$ cat config.mk
export PLATFORM = sky130hd
export DESIGN_NAME = mvu_pe_acc
export DESIGN_NICKNAME = d
export VERILOG_FILES = /design/src/rtl/mvau_defn_pkg.sv /design/src/rtl/mvu_pe_acc.sv
export SDC_FILE = /design/constraint.sdc
export NUM_CORES = 1
export LEC_CHECK = 0
export CAP_MARGIN = 20
export CORE_ASPECT_RATIO = 1.4
export CORE_MARGIN = 1
export CORE_UTILIZATION = 30
export DETAILED_ROUTE_END_ITERATION = 12
export PLACE_DENSITY = 0.53
export SLEW_MARGIN = 40
export SYNTH_ARGS = -nofsm -noshare
export SYNTH_HDL_FRONTEND = slang
export SYNTH_SLANG_ARGS = --single-unit
$ cat constraint.sdc
create_clock -name clk -period 3.2 [get_ports clk]
set_clock_uncertainty 0.05 [all_clocks]
set_input_delay 0.64 -clock clk [delete_from_list [all_inputs] [get_ports clk]]
set_output_delay 0.64 -clock clk [all_outputs]
set_load 0.05 [all_outputs]
$ cat src/rtl/mvau_defn_pkg.sv
// mvau_defn: helpers and types shared across the MVAU blocks.
// sf_cnt_t is sized for the largest synapse fold the MVAU supports.
package mvau_defn;
    localparam int unsigned SF_MAX = 1024;
    function automatic int unsigned clog2_min1(input int unsigned n);
        return (n > 1) ? $clog2(n) : 1;
    endfunction
    typedef logic [clog2_min1(SF_MAX)-1:0] sf_cnt_t;
endpackage

$ cat src/rtl/mvu_pe_acc.sv
// mvu_pe_acc: per-PE fold accumulator behind the SIMD adder tree.
// Sums SF adder-tree beats into one result held on a registered valid/ready output.
module mvu_pe_acc
    import mvau_defn::*;
#(
    parameter int unsigned TI     = 16,
    parameter int unsigned TO     = 24,
    parameter int unsigned SF     = 4,
    parameter bit          SIGNED = 1'b0
) (
    input  logic          clk,
    input  logic          rst,
    input  logic          in_v,
    output logic          in_rdy,
    input  logic [TI-1:0] in_add,
    output logic          out_v,
    input  logic          out_rdy,
    output logic [TO-1:0] out_acc
);
    logic [TO-1:0] acc_q, acc_d, out_acc_q, out_acc_d, sum, ext_s, ext_u, ext_add;
    sf_cnt_t sf_cnt_q, sf_cnt_d;
    logic out_v_q, out_v_d, in_fire, last;

    always_comb begin
        ext_s = TO'($signed(in_add));
        ext_u = TO'(in_add);
        ext_add = SIGNED ? ext_s : ext_u;
        in_rdy = ~rst & (~out_v_q | out_rdy);
        in_fire = in_v & in_rdy;
        last = sf_cnt_q == sf_cnt_t'(SF - 1);
        sum = (sf_cnt_q == '0) ? ext_add : acc_q + ext_add;
        acc_d = in_fire ? sum : acc_q;
        sf_cnt_d = in_fire ? (last ? '0 : sf_cnt_q + 1'b1) : sf_cnt_q;
        out_acc_d = (in_fire & last) ? sum : out_acc_q;
        // a final beat landing on a drain replaces the result without a bubble
        out_v_d = (in_fire & last) | (out_v_q & ~out_rdy);
    end

    always_ff @(posedge clk) begin
        if (rst) begin
            acc_q <= '0;
            sf_cnt_q <= '0;
            out_v_q <= 1'b0;
            out_acc_q <= '0;
        end else begin
            acc_q <= acc_d;
            sf_cnt_q <= sf_cnt_d;
            out_v_q <= out_v_d;
            out_acc_q <= out_acc_d;
        end
    end

    assign out_v = out_v_q;
    assign out_acc = out_acc_q;
endmodule

==> out/metrics.csv <==
metric,value,unit
worstPathRequired,3.43,ns
p_per_area,521,nW/um^2
core,10500,sq um
gp_congestion,0.852,
root_buffer,clkbuf_16,
ys_types,45,
htreeDepth,3,
ant_nets,0,
path_max_fanout,4,
fmax,338,MHz
die_y,126,um
crit_chain,"clkdlybuf4s50_1, ha_1, a21oi_1, nand4b_1, a21oi_1, o21ai_1, o21ai_0, a22oi_1, or4_1, nand3_1",
globalRouteOverflowTotal,0,
max_stage_delay,0.50,ns
hold_ws,0.395,ns
synth_area_per_cell,7.84,sq um
area_growth,34.1,%
critPathLaunchType,primary input,
slew_violations,0,
synth-edff-count,0,
critPathTopFamily,compound AO/OA/AOI/OAI gates,
setup_viol,0,
drc_errors,0,
synth_top_family_by_area,simple AND/OR/NAND/NOR gates,
antenna_found_initial,0,
async_flop_share,0,%
ys_top_cells_by_area,"dfxtp_1, ha_1, o21ai_0",
wire_per_inst,14.7,um
ys.flop_type,dfxtp_1,
clock_path_buffers,2,
postCtsHoldBufs,0,
worstMarginPinSlew,0.638,ns
syn_area,3290,sq um
nNetsFinal,526,
num_rows,44,
synthesis.nets,458,
synthAdderAreaFrac,7.46,%
critical_path_class,primary input to flip-flop,
yosysTopAreaCell,dfxtp_1,
path_buf_inv,1,
grt_setup_unrepaired,false,
place_inst,614,
maxSlewHeadroom,57.0,%
cts_buffers,9,
numPortBuffers,45,
cpMostUsedCell,a21oi_1,
post-dp-hpwl,7050,um
leakage,1.77,nW
drive_above_1_share,10.4,%
ir_worst_vdd,284,uV
cp_slowest_cell,or4_1,
yosys.area_share.xor_xnor,7.19,%
clock_latency,0.33,ns
clkTransAtPathRegs,0.06,ns
pre_cts_slack,-0.185,ns
grt_pass1_vias,3106,
start_util,31.3,%
finalCritPeriodShare,92.5,%
first_pass_iters,5,
status,finished clean,
min_path_type,flip-flop to flip-flop,
die-area,11400,sq um
grt_pass1_wl,15100,um
netlist_instances,419,
rrSetupSlack,0.69,ns
nFillCells,1094,
synth_most_common_cell,dfxtp_1,
end_kind,flip-flop,
min_period,2.96,ns
synth.top_cells.by_count,"dfxtp_1, nand2_1, nor2_1, o21ai_0",
die_width,90.5,um
synth_seq_area_share,35.9,%
ios,46,
yosys_warnings,0,
grt_max_degree,31,
multi_input_area,2000,sq um
layoutNonFillerInstCount,629,
wl,9220,um
synthSimpleGateAreaFrac,23.8,%
critPathArrivalTime,3.19,ns
maxCapViolCount,0,
post-cts-setup-buffers,0,
track_usage,16.9,%
via_per_inst,5.06,
cts_tree,yes,
regArea,1180,sq um
synth_top_area_share,35.9,%
synthMuxAreaShare,1.83,%
routed-via-count,3183,
finalHoldViolCount,0,
totalNegativeSetupSlack,0,ns
synth-seq-cells,59,
synth_compound_area_share,20.2,%
cts_resized,0,
drtIter0Drc,108,
fin_ws,0.240,ns
cts_sinks,59,
diodes,0,
[layer usage]
layer  vias up  global-route usage (%)  routed length (um)
met5         -                       0                   0
met4         0                    7.97                 269
met3        17                    3.50                 323
met2        58                    31.6                4920
met1      1483                    17.9                3710
li1       1625                       -                   -
[worst reg2reg max path, cell delays in order, from the launching register on]
cell and delay [ns]:
dfxtp_1 0.32, ha_1 0.27, a21oi_1 0.08, nand4b_1 0.21
a21oi_1 0.27, o21ai_1 0.13, o21ai_0 0.29, a22oi_1 0.24
or4_1 0.50, nand3_1 0.09
[cell type report]
cell class / count / area share, %
Clock buffer: 11 / 5.73
Clock inverter: 4 / 1.67
Inverter: 13 / 1.11
Multi-Input combinational cell: 330 / 45.4
Sequential cell: 59 / 26.8
Tap cell: 138 / 3.92
Timing Repair Buffer: 74 / 15.4
[state kept, by name, indices dropped and copies added, names as in the netlist]
name / count
out_v: 1
out_acc: 24
sf_cnt_q: 10
acc_q: 24
[metrics by stage]
| step | instance area [sq um] | util, % | total power [W] |
|---|---|---|---|
| 3_5_place_dp | 4070 | 38.7 | 0.00124 |
| 2_1_floorplan | 3290 | - | 0.00108 |
| 5_1_grt | 4410 | 41.9 | 0.00240 |
| 3_3_place_gp | 4070 | 38.7 | 0.00124 |
| 4_1_cts | 4390 | 41.8 | 0.00231 |
| 6_report | 4410 | 41.9 | 0.00230 |
[cell families (layout without fill, tap and decap cells)]
kind of cell / Yosys count / after routing
flip-flops: 59 / 59
AND/OR/NAND/NOR: 166 / 166
multiplexers: 6 / 6
buffers and inverters: 30 / 102
XOR/XNOR: 27 / 27
adder cells (fa/ha/maj): 19 / 19
AO/OA/AOI/OAI: 112 / 112
[report_power, final]
part / switching [W] / internal [W]
Combinational: 0.000245 / 0.000197
Clock: 0.000344 / 0.000719
Sequential: 0.0000261 / 0.000764
Total: 0.000615 / 0.00168
[final timing paths]
check | start | endpoint | cells after the start
max | in_add[1] | acc_q[23] | 10
min | out_acc[17] | out_acc[17] | 2
max reg2reg | acc_q[1] | acc_q[23] | 9
min reg2reg | out_acc[17] | out_acc[17] | 2
[layout by cell type, fill, tap and decap left out, types with 6 or more instances in the layout]
cell type        synthesis  layout
nor3_1                   7       7
and3_1                   6       6
a211oi_1                 8       8
o21ai_0                 41      41
nor2_1                  43      43
nand3_1                 31      31
nand2_1                 50      50
xor2_1                  16      16
ha_1                    18      18
mux2i_1                  6       6
clkdlybuf4s50_1          0      44
xnor2_1                 11      11
dfxtp_1                 59      59
a21oi_1                 31      30
buf_4                    0      29
clkbuf_16                0       9
inv_1                   13      13
(Power assumes the default switching activity.)
